==> config.mk <==
export PLATFORM = sky130hd
export DESIGN_NAME = axi4_sram_bridge
export DESIGN_NICKNAME = d
export VERILOG_FILES = /design/src/rtl/axi4_sram_bridge.sv
export SDC_FILE = /design/constraint.sdc
export NUM_CORES = 1
export LEC_CHECK = 0
export CORE_AREA = 2 2 173 175
export DETAILED_ROUTE_END_ITERATION = 16
export DIE_AREA = 0 0 175 177
export GPL_ROUTABILITY_DRIVEN = 1
export GPL_TIMING_DRIVEN = 0
export HOLD_SLACK_MARGIN = 0.02
export PLACE_DENSITY = 0.75
export SYNTH_ARGS = -nofsm -noshare
export SYNTH_HDL_FRONTEND = slang
export SYNTH_SLANG_ARGS = --single-unit
==> constraint.sdc <==
create_clock -name clock -period 2.25 [get_ports clock]
set_input_delay 0.45 -clock clock [delete_from_list [all_inputs] [get_ports clock]]
set_output_delay 0.45 -clock clock [all_outputs]
set_load 0.005 [all_outputs]
==> src/rtl/axi4_sram_bridge.sv <==
// axi4_sram_bridge: AXI4 slave that maps 64-bit INCR bursts onto a two-port
// (W0 write / R0 read) synchronous SRAM macro with byte-masked writes and a
// one-cycle registered-address read latency. The macro shares this block's clock.
module axi4_sram_bridge #(
  parameter int unsigned ID_W   = 4,
  parameter int unsigned ADDR_W = 32,
  parameter int unsigned MEM_AW = 25
) (
  input  logic              clock,
  input  logic              reset,

  input  logic              aw_valid,
  output logic              aw_ready,
  input  logic [ID_W-1:0]   aw_id,
  input  logic [ADDR_W-1:0] aw_addr,
  input  logic [7:0]        aw_len,
  input  logic [2:0]        aw_size,
  input  logic [1:0]        aw_burst,

  input  logic              w_valid,
  output logic              w_ready,
  input  logic [63:0]       w_data,
  input  logic [7:0]        w_strb,
  input  logic              w_last,

  output logic              b_valid,
  input  logic              b_ready,
  output logic [ID_W-1:0]   b_id,
  output logic [1:0]        b_resp,

  input  logic              ar_valid,
  output logic              ar_ready,
  input  logic [ID_W-1:0]   ar_id,
  input  logic [ADDR_W-1:0] ar_addr,
  input  logic [7:0]        ar_len,
  input  logic [2:0]        ar_size,
  input  logic [1:0]        ar_burst,

  output logic              r_valid,
  input  logic              r_ready,
  output logic [ID_W-1:0]   r_id,
  output logic [63:0]       r_data,
  output logic [1:0]        r_resp,
  output logic              r_last,

  output logic [MEM_AW-1:0] W0_addr,
  output logic              W0_en,
  output logic [63:0]       W0_data,
  output logic [7:0]        W0_mask,

  output logic [MEM_AW-1:0] R0_addr,
  output logic              R0_en,
  input  logic [63:0]       R0_data
);

  localparam int unsigned LEN_W = 8;

  localparam logic [1:0] RESP_OKAY   = 2'b00;
  localparam logic [1:0] RESP_SLVERR = 2'b10;
  localparam logic [1:0] BURST_INCR  = 2'b01;
  localparam logic [2:0] SIZE_8B     = 3'd3;

  typedef enum logic [1:0] {
    W_IDLE = 2'd0,
    W_DATA = 2'd1,
    W_RESP = 2'd2
  } w_state_e;

  typedef enum logic [1:0] {
    R_IDLE  = 2'd0,
    R_ISSUE = 2'd1,
    R_CAPT  = 2'd2,
    R_DATA  = 2'd3
  } r_state_e;

  // ---------------------------------------------------------------------------
  // Write channel state
  // ---------------------------------------------------------------------------
  w_state_e          w_state;
  logic [ID_W-1:0]   w_id_q;
  logic [MEM_AW-1:0] w_idx_q;
  logic [LEN_W-1:0]  w_len_q;
  logic [LEN_W-1:0]  w_beat_q;
  logic              w_legal_q;
  logic              w_err_q;

  logic              w_hs_c;
  logic              w_final_c;
  logic              aw_legal_c;

  // ---------------------------------------------------------------------------
  // Read channel state
  // ---------------------------------------------------------------------------
  r_state_e          r_state;
  logic [MEM_AW-1:0] r_idx_q;
  logic [LEN_W-1:0]  r_len_q;
  logic [LEN_W-1:0]  r_beat_q;
  logic              r_legal_q;

  logic              r_final_c;
  logic              ar_legal_c;

  // Address bits outside the word index are intentionally ignored.
  logic              unused_ok;
  assign unused_ok = &{1'b0, aw_addr, ar_addr};

  // Burst legality and beat bookkeeping.
  assign aw_legal_c = (aw_burst == BURST_INCR) && (aw_size == SIZE_8B);
  assign ar_legal_c = (ar_burst == BURST_INCR) && (ar_size == SIZE_8B);
  assign w_hs_c     = w_valid && w_ready;
  assign w_final_c  = (w_beat_q == w_len_q);
  assign r_final_c  = (r_beat_q == r_len_q);

  // SRAM write port: each accepted W beat is written in its own cycle;
  // illegal bursts consume beats without touching the array.
  assign W0_en   = w_hs_c && w_legal_q;
  assign W0_addr = w_idx_q;
  assign W0_data = w_data;
  assign W0_mask = w_strb;

  // SRAM read port: a pending read yields to a write beat in the same cycle,
  // which also makes a later read of the same word observe the new data.
  assign R0_en   = (r_state == R_ISSUE) && r_legal_q && !W0_en;
  assign R0_addr = r_idx_q;

  // Write FSM: accept AW, stream W beats into W0, then hold the B response.
  always_ff @(posedge clock) begin
    if (reset) begin
      w_state   <= W_IDLE;
      aw_ready  <= 1'b0;
      w_ready   <= 1'b0;
      b_valid   <= 1'b0;
      b_id      <= '0;
      b_resp    <= RESP_OKAY;
      w_id_q    <= '0;
      w_idx_q   <= '0;
      w_len_q   <= '0;
      w_beat_q  <= '0;
      w_legal_q <= 1'b0;
      w_err_q   <= 1'b0;
    end else begin
      case (w_state)
        W_IDLE: begin
          aw_ready <= 1'b1;
          if (aw_valid && aw_ready) begin
            aw_ready  <= 1'b0;
            w_ready   <= 1'b1;
            w_id_q    <= aw_id;
            w_idx_q   <= aw_addr[MEM_AW+2:3];
            w_len_q   <= aw_len;
            w_beat_q  <= '0;
            w_legal_q <= aw_legal_c;
            w_err_q   <= 1'b0;
            w_state   <= W_DATA;
          end
        end

        W_DATA: begin
          if (w_hs_c) begin
            w_idx_q  <= w_idx_q + MEM_AW'(1);
            w_beat_q <= w_beat_q + LEN_W'(1);
            if (w_final_c) begin
              // Beat count alone ends the burst; a missing w_last is an error.
              w_ready <= 1'b0;
              b_valid <= 1'b1;
              b_id    <= w_id_q;
              b_resp  <= (!w_legal_q || w_err_q || !w_last) ? RESP_SLVERR : RESP_OKAY;
              w_state <= W_RESP;
            end else if (w_last) begin
              // Early w_last is flagged but does not shorten the burst.
              w_err_q <= 1'b1;
            end
          end
        end

        W_RESP: begin
          if (b_ready) begin
            b_valid  <= 1'b0;
            aw_ready <= 1'b1;
            w_state  <= W_IDLE;
          end
        end

        default: begin
          aw_ready <= 1'b0;
          w_ready  <= 1'b0;
          b_valid  <= 1'b0;
          w_state  <= W_IDLE;
        end
      endcase
    end
  end

  // Read FSM: issue one SRAM read per beat, capture it, then present it on R.
  always_ff @(posedge clock) begin
    if (reset) begin
      r_state   <= R_IDLE;
      ar_ready  <= 1'b0;
      r_valid   <= 1'b0;
      r_id      <= '0;
      r_data    <= '0;
      r_resp    <= RESP_OKAY;
      r_last    <= 1'b0;
      r_idx_q   <= '0;
      r_len_q   <= '0;
      r_beat_q  <= '0;
      r_legal_q <= 1'b0;
    end else begin
      case (r_state)
        R_IDLE: begin
          ar_ready <= 1'b1;
          if (ar_valid && ar_ready) begin
            ar_ready  <= 1'b0;
            r_id      <= ar_id;
            r_idx_q   <= ar_addr[MEM_AW+2:3];
            r_len_q   <= ar_len;
            r_beat_q  <= '0;
            r_legal_q <= ar_legal_c;
            r_state   <= R_ISSUE;
          end
        end

        R_ISSUE: begin
          // Stalled for as long as the write port is busy this cycle.
          if (!W0_en) begin
            r_state <= R_CAPT;
          end
        end

        R_CAPT: begin
          // r_data doubles as the capture register for the SRAM read data.
          r_valid <= 1'b1;
          r_data  <= r_legal_q ? R0_data : '0;
          r_resp  <= r_legal_q ? RESP_OKAY : RESP_SLVERR;
          r_last  <= r_final_c;
          r_state <= R_DATA;
        end

        R_DATA: begin
          if (r_ready) begin
            r_valid <= 1'b0;
            r_last  <= 1'b0;
            if (r_final_c) begin
              ar_ready <= 1'b1;
              r_state  <= R_IDLE;
            end else begin
              r_idx_q  <= r_idx_q + MEM_AW'(1);
              r_beat_q <= r_beat_q + LEN_W'(1);
              r_state  <= R_ISSUE;
            end
          end
        end

        default: begin
          ar_ready <= 1'b0;
          r_valid  <= 1'b0;
          r_state  <= R_IDLE;
        end
      endcase
    end
  end

endmodule

==> impl_summary.log, run 1 <==
[metrics] post-DP HPWL: 26,500 um
[metrics] ys flop type: dfxtp_1
[metrics] result of the run: completed
[metrics] standard-cell row count: 63
[metrics] number of top-level pins: 448
[metrics] number of remaining DRC errors: 0
[metrics] number of nets with antenna violations after routing: 0
[metrics] Finished Cell Area: 13,600 um^2
[metrics] number of distinct library cells after synthesis: 71
[metrics] Slew Limit Fails: 0
[metrics] register cell area after layout: 3470 um^2
[metrics] clock slew seen by the registers of the worst setup and hold paths: 0.09 ns
[metrics] clock tree from TritonCTS: yes
[metrics] DP Area: 12,800 um^2
[metrics] synth-to-layout area growth: 54.9%
[metrics] hold slack: 0.461 ns
[metrics] buffer levels on the longest clock path: 2
[metrics] crit path launch type: flop
[metrics] CTS Buf Count: 17
[metrics] area share of the leading cell type in the synthesized netlist: 39.5%
[metrics] VDD IR max: 0.433 mV
[metrics] final weighted congestion in routability-driven placement: 0.878
[metrics] element type at the critical path end: flop
[metrics] async set-reset flop share out of synthesis: 0%
[metrics] Multi-input gate area: 4430 um^2
[metrics] number of global-route vias before repair: 9,512
[metrics] biggest area contributors in the synthesized netlist: dfxtp_1 40%, a21oi_1 8.5%, buf_4 6.4%
[metrics] die height: 177 um
[metrics] most common cell in the synthesized netlist: dfxtp_1
[metrics] post-detailed-routing wire length: 35,300 um
[metrics] global-route wire length before repair: 53,100 um
[metrics] top cell type by total area after synthesis: dfxtp_1
[metrics] syn avg cell area: 8.01 um^2
[metrics] power density over the cells: 788 nW/um^2
[metrics] number of levels the H-tree was split into: 4
[metrics] met3 track demand over resource: 7.58%
[metrics] Period minus WS final: 2.20 ns
[metrics] critical setup path kind: flop to flop
[metrics] final worst-path cycle share: 97.6%
[metrics] Post-synth EDFFs: 0
[metrics] overflow left after global routing: 0
[metrics] overall fraction of global-route tracks in use: 21.9%
[metrics] setup repair after global routing missed its margin: yes
[metrics] Data required, critical path: 2.59 ns
[metrics] leading post-synthesis cells by instance count: 173 x dfxtp_1, 148 x a21oi_1, 122 x nor2_1
[metrics] total negative slack for setup checks: 0 ns
[metrics] yosys warns: 0
[metrics] antenna violations before repair: 2
[metrics] post-synthesis cell count: 1,093
[metrics] initial standard-cell utilization of the core: 29.9%
[metrics] number of buffers inserted by port buffering: 358
[metrics] total power consumption of the routed design: 0.0107 W
[metrics] drt pass-1 iters: 6
[metrics] critical path arrival: 2.53 ns
[metrics] share of post-route cells with drive strength above 1: 10.7%
[metrics] maximum capacitance violations: 0
[metrics] count of filler cells inserted in the layout: 2,811
[metrics] Worst Skew: 0.0231 ns
[metrics] post-layout net count: 1,723
[metrics] largest net degree at the start of global routing: 20
[metrics] average wire length per cell after detail routing: 18.8 um
[metrics] number of violations reported at the end of detailed-routing iteration 0: 934
[metrics] reported leakage power: 5.02 nW
[metrics] die extent in x: 175 um
[metrics] clock insertion delay at the later pin of the skew report: 0.43 ns
[metrics] Util after Layout: 46.4%
[metrics] slew at the pin with the worst max-slew slack: 0.898 ns
[metrics] HP Class: flop to flop
[metrics] mapped cell area: 8760 um^2
[metrics] post-synthesis sequential area ratio: 39.5%
[metrics] vias after detailed routing: 9,876
[metrics] met1 Usage GRT: 26.2%
[metrics] Core ar.: 29,200 um^2
[metrics] top fanout value on the critical path: 10
[metrics] post-synthesis sequential element count: 173
[metrics] clock net sink count: 173
[metrics] Vias/cell: 5.26
[metrics] Hold Fails Final Rpt: 0
[metrics] maximum operating frequency: 0.455 GHz
[metrics] most used routing layer: met2
[metrics] met2 capacity usage during global routing: 36.9%
[metrics] floorplan die area: 31,000 um^2
[metrics] total of endpoints with negative setup slack in the final report: 0
[metrics] cell chosen for the clock root: clkbuf_16
[metrics] relative max-transition margin: 40.2%
## worst paths after layout
check	depth (start not counted)	from	endpoint	slack, ns
setup / recovery	7	r_state[0]	R0_addr[4]	0.05
hold / removal	2	r_id[2]	r_id[2]	0.46
setup reg to reg	7	r_state[0]	R0_addr[4]	0.05
hold reg to reg	2	r_id[2]	r_id[2]	0.46
## area by class of cell
cell class	count	area share (%)
multi-input combinational	761	32.7
inverter	14	0.387
clock inverter	15	1.60
buffer	146	6.52
antenna	1	0.0184
clock buffer	17	3.14
sequential	173	25.5
tap	390	3.60
timing repair buffer	360	26.5
## critical path, cell delays in order, from the launching register on
cell and delay, ns:
dfxtp_2 0.35, ha_1 0.23, clkbuf_4 0.22, inv_1 0.16, buf_2 0.31, clkbuf_1 0.40
o21ai_0 0.16, a221oi_1 0.27
## sequential cells by signal, indices dropped and copies added, names as in the netlist, 2 cells and up
signal,flops
r_data,64
R0_addr,25
W0_addr,25
r_beat_q,8
r_len_q,8
w_beat_q,8
w_len_q,8
b_id,4
r_id,4
w_id_q,4
r_state,2
w_state,2
## through the flow
step | instances | worst slack (ns)
3_3_place_gp | 1842 | -0.434
3_5_place_dp | 1842 | -0.431
2_1_floorplan | 1094 | 0.276
5_1_grt | 1876 | -0.00823
6_report | 1877 | 0.0537
4_1_cts | 1874 | 0.0281
## cell families after synthesis
group | share of synthesized area, %
AND/OR/NAND/NOR | 24.5
buffers and inverters | 10.3
multiplexers | 1.27
flip-flops | 39.5
adder cells (fa/ha/maj) | 1.14
other | 0.0428
AO/OA/AOI/OAI | 21.0
XOR/XNOR | 2.20
## power by group
part / internal [W] / switching [W]
combinational: 0.00164 / 0.00192
sequential: 0.00339 / 0.000444
clock: 0.00173 / 0.00156
## routing by layer
layer | wire length (um) | part of all wire, %
met3 | 4070 | 12
met4 | 748 | 2.1
met5 | 13 | 0.037
met1 | 13500 | 38
met2 | 16900 | 48
## what timing repair did
action                                  CTS  global route
endpoints found under the setup margin   23            79
hold buffers                              0             0
pin swaps                                 1             3
gates resized for setup                  10            29
setup buffers                             0             2
## placed cells by master, fill, tap and decap left out, types with 5 or more instances in the layout
cell type        netlist  routed
nor4_1                 6       6
a22oi_1                6       6
mux2i_1               10      10
or3_1                  6       6
buf_2                 12       9
a21o_1                 6       6
a311oi_1               5       5
clkbuf_16              0      17
inv_1                 14      14
and3_1                16      15
nand3_1               30      30
nand2_1               95      95
clkbuf_2               0       9
o21ai_0               43      43
o32ai_1                9       9
o31ai_1                7       6
buf_4                 75      79
nand4_1               16      16
nor2b_1               71      71
inv_8                  0       5
nor3_1                15      15
a31oi_1               10      10
a211oi_1              16      15
nor2_1               122     120
and2_1                 9       9
and4_1                 8       8
xnor2_1               19      19
clkdlybuf4s50_1        0     356
clkbuf_1              49      38
ha_1                   8       7
dfxtp_1              173     171
a21oi_1              148     148
buf_1                  9       8
No activity file was read; power rests on OpenSTA's default activity.
==> run 2: changes to the inputs <==
RECOVER_POWER = 100   (was not set)
==> run 2 against run 1 <==
Non-clock buffer count stayed put. Sequential power barely moved. Global-route usage did not move. Worst hold slack lost 0.0029 ns. Sequential share of layout area barely moved. Flip-flop and latch count unchanged. First-iteration DRC count down 5.6%. Combinational power decreased by 3%. Critical path depth unchanged. Clock power barely moved. Final cell count did not move. Register-to-register slack about the same. Critical endpoint unchanged. Largest power group unchanged.
==> impl_summary.log, run 2 (synthesized netlist as in run 1, its figures left out) <==
[metrics] Hold-fix buffers, CTS: 0 (unchanged)
[metrics] result of the run: completed
[metrics] average wire length per cell after detail routing: 18.7 um (-0.42%)
[metrics] share of post-route cells with drive strength above 1: 10.6% (-0.067 points)
[metrics] synth-to-layout area growth: 54.9% (about the same)
[metrics] clock net sink count: 173 (unchanged)
[metrics] number of nets with antenna violations after routing: 0 (unchanged)
[metrics] element type at the critical path end: flop
[metrics] die height: 177 um (unchanged)
[metrics] Slew Limit Fails: 0 (unchanged)
[metrics] met3 track demand over resource: 7.58% (unchanged)
[metrics] final worst-path cycle share: 97.3% (-0.34 points)
[metrics] cell chosen for the clock root: clkbuf_16
[metrics] CTS Buf Count: 17 (unchanged)
[metrics] reported leakage power: 5.40 nW (+7.6%)
[metrics] number of buffers inserted by port buffering: 358 (unchanged)
[metrics] relative max-transition margin: 40.6% (+0.45 points)
[metrics] overflow left after global routing: 0 (unchanged)
[metrics] clock tree from TritonCTS: yes
[metrics] number of non-filler instances in the completed layout: 1,877 (unchanged)
[metrics] total negative slack for setup checks: 0 ns (unchanged)
[metrics] slack of the worst reg-to-reg path: 0.06 ns (about the same)
[metrics] overall fraction of global-route tracks in use: 21.9% (unchanged)
[metrics] top library cells by usage in the layout, fill and taps aside: 189 x dlygate4sd3_1, 171 x dfxtp_1, 167 x clkdlybuf4s50_1
[metrics] total of endpoints with negative setup slack in the final report: 0 (unchanged)
[metrics] Hold Fails Final Rpt: 0 (unchanged)
[metrics] floorplan die area: 31,000 um^2 (unchanged)
[metrics] Util after Layout: 46.4% (about the same)
[metrics] number of top-level pins: 448 (unchanged)
[metrics] initial standard-cell utilization of the core: 29.9% (unchanged)
[metrics] met2 capacity usage during global routing: 36.9% (unchanged)
[metrics] post-layout net count: 1,723 (unchanged)
[metrics] standard-cell row count: 63 (unchanged)
[metrics] post-detailed-routing wire length: 35,100 um (-0.42%)
[metrics] buffer levels on the longest clock path: 2 (unchanged)
[metrics] leading cell type in the layout, fill and taps excluded: dlygate4sd3_1
[metrics] Period minus WS final: 2.19 ns (-0.00765 ns)
[metrics] met1 Usage GRT: 26.2% (unchanged)
[metrics] slew at the pin with the worst max-slew slack: 0.891 ns (-0.00682 ns)
[metrics] number of global-route vias before repair: 9,512 (unchanged)
[metrics] number of violations reported at the end of detailed-routing iteration 0: 882 (-5.6%)
[metrics] final weighted congestion in routability-driven placement: 0.878 (unchanged)
[metrics] register ranked first by flip-flop count: r_data
[metrics] maximum operating frequency: 0.457 GHz (+0.35%)
[metrics] number of levels the H-tree was split into: 4 (unchanged)
[metrics] maximum capacitance violations: 0 (unchanged)
[metrics] number of remaining DRC errors: 0 (unchanged)
[metrics] Vias/cell: 5.24 (-0.34%)
[metrics] global-route wire length before repair: 53,100 um (unchanged)
[metrics] drt pass-1 iters: 6 (unchanged)
[metrics] Worst Skew: 0.0246 ns (+0.00155 ns)
[metrics] Core ar.: 29,200 um^2 (unchanged)
[metrics] power density over the cells: 781 nW/um^2 (-0.85%)
[metrics] placed cells: 1,842 (unchanged)
[metrics] number of flip-flops under the largest register name: 64 (unchanged)
[metrics] VDD IR max: 0.434 mV (+0.22%)
[metrics] critical path arrival: 2.53 ns (about the same)
[metrics] most used routing layer: met2
[metrics] setup repair after global routing missed its margin: yes
[metrics] HP Class: flop to flop
[metrics] clock slew seen by the registers of the worst setup and hold paths: 0.09 ns (about the same)
[metrics] vias after detailed routing: 9,842 (-0.34%)
[metrics] die extent in x: 175 um (unchanged)
[metrics] top fanout value on the critical path: 10 (unchanged)
[metrics] Data required, critical path: 2.59 ns (about the same)
[metrics] post-DP HPWL: 26,500 um (unchanged)
[metrics] clock insertion delay at the later pin of the skew report: 0.44 ns (about the same)
[metrics] largest net degree at the start of global routing: 20 (unchanged)
[metrics] hold slack: 0.458 ns (-0.00291 ns)
[metrics] antenna violations before repair: 2 (unchanged)
[metrics] critical setup path kind: flop to flop
[metrics] crit path launch type: flop
-- run 2: cell count changes in the layout (fill, tap and decap cells not counted), sizes merged --
cell and change:
dlygate4sd3 +189, clkdlybuf4s25 +1, dlymetal6s2s -1, clkdlybuf4s50 -189
-- run 2: metrics by stage --
step	power (W)	instance area, um^2	worst slack [ns]
final	0.0106	13600	0.0614
after global routing	0.0111	13600	-0.00823
after CTS	0.0106	13500	0.0281
after detailed placement	0.00726	12800	-0.431
after global placement	0.00717	12800	-0.434
after floorplan	0.00553	8760	0.276
-- run 2: final timing paths --
path | from | to | cells after the start
setup / recovery | r_state[0] | R0_addr[4] | 7
setup reg to reg | r_state[0] | R0_addr[4] | 7
hold / removal | r_id[2] | r_id[2] | 2
hold reg to reg | r_id[2] | r_id[2] | 2
-- run 2: per-layer routing --
layer / routed length, um / share of wire [%]
met1: 13500 / 38
met2: 16700 / 48
met3: 4050 / 12
met5: 13 / 0.037
met4: 886 / 2.5
-- run 2: final cells by class --
class / count / area (um^2)
Sequential cell: 173 / 3470
Antenna cell: 1 / 2.50
Clock inverter: 15 / 216
Clock buffer: 17 / 425
Inverter: 14 / 52.6
Tap cell: 390 / 488
Multi-Input combinational cell: 761 / 4430
Fill cell: 2812 / 15700
Buffer: 146 / 883
Timing Repair Buffer: 360 / 3600
-- run 2: power by group --
group          total [W]  leakage (nW)  switching (W)  internal (W)
combinational    0.00347          3.68        0.00192       0.00155
clock            0.00331         0.314        0.00157       0.00173
sequential       0.00382          1.40       0.000437       0.00339
total             0.0106          5.40        0.00393       0.00666
-- run 2: what timing repair did --
item | CTS | global route
pin swaps | 1 | 3
endpoints found under the setup margin | 23 | 79
gates resized for setup | 10 | 29
endpoints found under the hold margin | 0 | 0
buffers inserted | 0 | 2
-- run 2: worst max-delay path, stage by stage, from the launching register on --
cell      delay, ns
dfxtp_2        0.35
ha_1           0.23
clkbuf_4       0.22
inv_1          0.15
buf_2          0.31
clkbuf_1       0.41
o21ai_0        0.16
a221oi_1       0.27
==> run 3: changes to the inputs <==
GPL_ROUTABILITY_DRIVEN = not set   (was 1)
GPL_TIMING_DRIVEN = not set   (was 0)
==> run 3 against run 2 <==
Global-route usage fell by 4.0 points. Largest power group unchanged. Clock power fell by 10%. Via count fell by 10%.
==> impl_summary.log, run 3 (synthesized netlist as in run 1, its figures left out) <==
[metrics] clock tree from TritonCTS: yes
[metrics] element type at the critical path end: primary output
[metrics] CTS Buf Count: 17 (unchanged)
[metrics] CP dominant cell by count: clkdlybuf4s50_1
[metrics] crit path launch type: primary input
[metrics] power density over the cells: 805 nW/um^2 (+3.1%)
[metrics] clock net sink count: 173 (unchanged)
[metrics] post-CTS setup-driven buffer insertion count: 0 (unchanged)
[metrics] total inserted antenna cells: 0 (-1)
[metrics] cell chosen for the clock root: clkbuf_16
[metrics] slew at the pin with the worst max-slew slack: 0.820 ns (-0.0703 ns)
[metrics] post-detailed-routing wire length: 28,500 um (-19%)
[metrics] critical path arrival: 1.74 ns (-0.79 ns)
[metrics] kind of cell adding the most delay to the critical path: buffers and inverters
[metrics] register ranked first by flip-flop count: r_data
[metrics] overflow left after global routing: 0 (unchanged)
[metrics] number of levels the H-tree was split into: 4 (unchanged)
[metrics] Worst Skew: 0.0131 ns (-0.0116 ns)
[metrics] final worst-path cycle share: 97.2% (about the same)
[metrics] floorplan die area: 31,000 um^2 (unchanged)
[metrics] final weighted congestion in routability-driven placement: 0.856 (-2.5%)
[metrics] PostCTS Resize Cnt: 2 (-8)
[metrics] reported leakage power: 4.79 nW (-11%)
[metrics] buffer levels on the longest clock path: 2 (unchanged)
[metrics] placed cells: 1,680 (-8.8%)
[metrics] number of buffers inserted by port buffering: 287 (-20%)
[metrics] Worst Hold Path Cells: 4 (+2)
[metrics] largest net degree at the start of global routing: 83 (+320%)
[metrics] share of post-route cells with drive strength above 1: 7.04% (-3.6 points)
[metrics] clock slew seen by the registers of the worst setup and hold paths: 0.07 ns (-0.02 ns)
[metrics] number of non-filler instances in the completed layout: 1,711 (-8.8%)
[metrics] antenna violations before repair: 0 (-2)
[metrics] Vias/cell: 5.15 (-1.8%)
[metrics] crit path cell chain: clkdlybuf4s50_1 > and3_4 > nor2_1 > clkdlybuf4s50_1
[metrics] Core ar.: 29,200 um^2 (unchanged)
[metrics] initial standard-cell utilization of the core: 29.9% (unchanged)
[metrics] count of filler cells inserted in the layout: 2,894 (+2.9%)
[metrics] total power consumption of the routed design: 0.00985 W (-7.1%)
[metrics] post-DP HPWL: 20,900 um (-21%)
[metrics] Hold Crit Endpoint: W0_addr[17]
[metrics] top fanout value on the critical path: 3 (-7)
[metrics] critical setup path kind: primary input to primary output
[metrics] HP Class: primary input to flop
[metrics] overall fraction of global-route tracks in use: 17.9% (-4.0 points)
[metrics] standard-cell row count: 63 (unchanged)
[metrics] launch point of the worst hold path: reset
[metrics] VDD IR max: 0.450 mV (+3.6%)
[metrics] maximum operating frequency: 0.457 GHz (about the same)
[metrics] leading cell type in the layout, fill and taps excluded: dfxtp_1
[metrics] die height: 177 um (unchanged)
[metrics] number of violations reported at the end of detailed-routing iteration 0: 647 (-27%)
[metrics] number of flip-flops under the largest register name: 64 (unchanged)
[metrics] DP Area: 11,800 um^2 (-8.4%)
[metrics] worst r2r path cells: 9 (+2)
[metrics] Data required, critical path: 1.80 ns (-0.79 ns)
[metrics] vias after detailed routing: 8,810 (-10%)
[metrics] relative max-transition margin: 45.3% (+4.7 points)
[metrics] number of global-route vias before repair: 8,428 (-11%)
[metrics] Hold-fix buffers, CTS: 0 (unchanged)
[metrics] FF-to-FF End: R0_addr[19]
[metrics] drt pass-1 iters: 5 (-1)
[metrics] number of nets with antenna violations after routing: 0 (unchanged)
[metrics] number of top-level pins: 448 (unchanged)
[metrics] setup repair after global routing missed its margin: no
[metrics] Slew Limit Fails: 0 (unchanged)
[metrics] clock insertion delay at the later pin of the skew report: 0.43 ns (about the same)
[metrics] total of endpoints with negative setup slack in the final report: 0 (unchanged)
[metrics] top library cells by usage in the layout, fill and taps aside: 172 x dfxtp_1, 158 x clkdlybuf4s50_1, 148 x a21oi_1
[metrics] CP bufs+invs: 2 (-2)
[metrics] maximum capacitance violations: 0 (unchanged)
[metrics] synth-to-layout area growth: 39.7%
[metrics] global-route wire length before repair: 44,500 um (-16%)
[metrics] average wire length per cell after detail routing: 16.6 um (-11%)
[metrics] Hold Fails Final Rpt: 0 (unchanged)
[metrics] result of the run: completed
[metrics] slack of the worst reg-to-reg path: 0.10 ns (+0.04 ns)
[metrics] Period minus WS final: 2.19 ns (-0.000918 ns)
[metrics] Reg2Reg Launch Point: r_state[0]
[metrics] die extent in x: 175 um (unchanged)
[metrics] post-layout net count: 1,559 (-9.5%)
[metrics] Finished Cell Area: 12,200 um^2 (-9.8%)
[metrics] number of remaining DRC errors: 0 (unchanged)
[metrics] delay of the slowest cell on the worst path: 0.51 ns (+0.10 ns)
[metrics] critical path's slowest cell: clkdlybuf4s50_1
[run 3: cell types whose count changed in the layout (fill, tap and decap cells not counted), sizes merged]
cell | before | now
clkinv | 4 | 3
buf | 97 | 37
bufinv | 2 | 1
clkdlybuf4s15 | 1 | 0
clkdlybuf4s50 | 167 | 158
clkbuf | 67 | 38
clkinvlp | 0 | 1
dlygate4sd2 | 1 | 0
dlygate4sd3 | 189 | 128
inv | 23 | 21
clkdlybuf4s25 | 1 | 0
diode | 1 | 0
[run 3: where the power goes]
group | switching, W | internal (W)
clock | 0.00136 | 0.00161
sequential | 0.000413 | 0.00338
combinational | 0.00167 | 0.00141
total | 0.00344 | 0.00640
[run 3: layout make-up]
cell class	count	area (um^2)	area share, %
sequential	173	3460	28.3
clock inverter	12	124	1.01
tap	390	488	3.99
clock buffer	19	453	3.70
inverter	14	52.6	0.430
timing repair buffer	342	3270	26.7
multi-input combinational	761	4380	35.8
[run 3: how the worst max path moves through the flow]
stage	start	end	slack [ns]	cells past startpoint
2_1_floorplan	r_state[0]	R0_addr[11]	0.28	7
3_3_place_gp	ar_valid	R0_addr[0]	-0.14	8
3_5_place_dp	ar_valid	R0_addr[0]	-0.14	8
4_1_cts	w_valid	R0_en	0.05	4
5_1_grt	W0_addr[3]	W0_addr[21]	0.005	5
6_report	w_valid	R0_en	0.06	4
[run 3: metal layers]
metal	wire length (um)	global-route usage, %
met1	11700	22.0
met2	13200	28.9
met3	2950	6.40
met4	612	6.67
met5	0	0
[run 3: worst min-delay path, cell delays in order]
cell and delay [ns]:
buf_4 0.12, inv_1 0.08, nand4_1 0.09, o21ai_0 0.07
[run 3: stage by stage]
| step | worst slack, ns | hold WS (ns) | util (%) | TNS, ns |
|---|---|---|---|---|
| 4_1_cts | 0.0453 | 0.418 | 42.2 | 0 |
| 6_report | 0.0623 | 0.420 | 41.8 | 0 |
| 5_1_grt | 0.00534 | 0.417 | 41.8 | 0 |
| 3_3_place_gp | -0.136 | 0.444 | 40.2 | -0.594 |
| 3_5_place_dp | -0.137 | 0.455 | 40.2 | -0.754 |
| 2_1_floorplan | 0.276 | 0.424 | - | 0 |
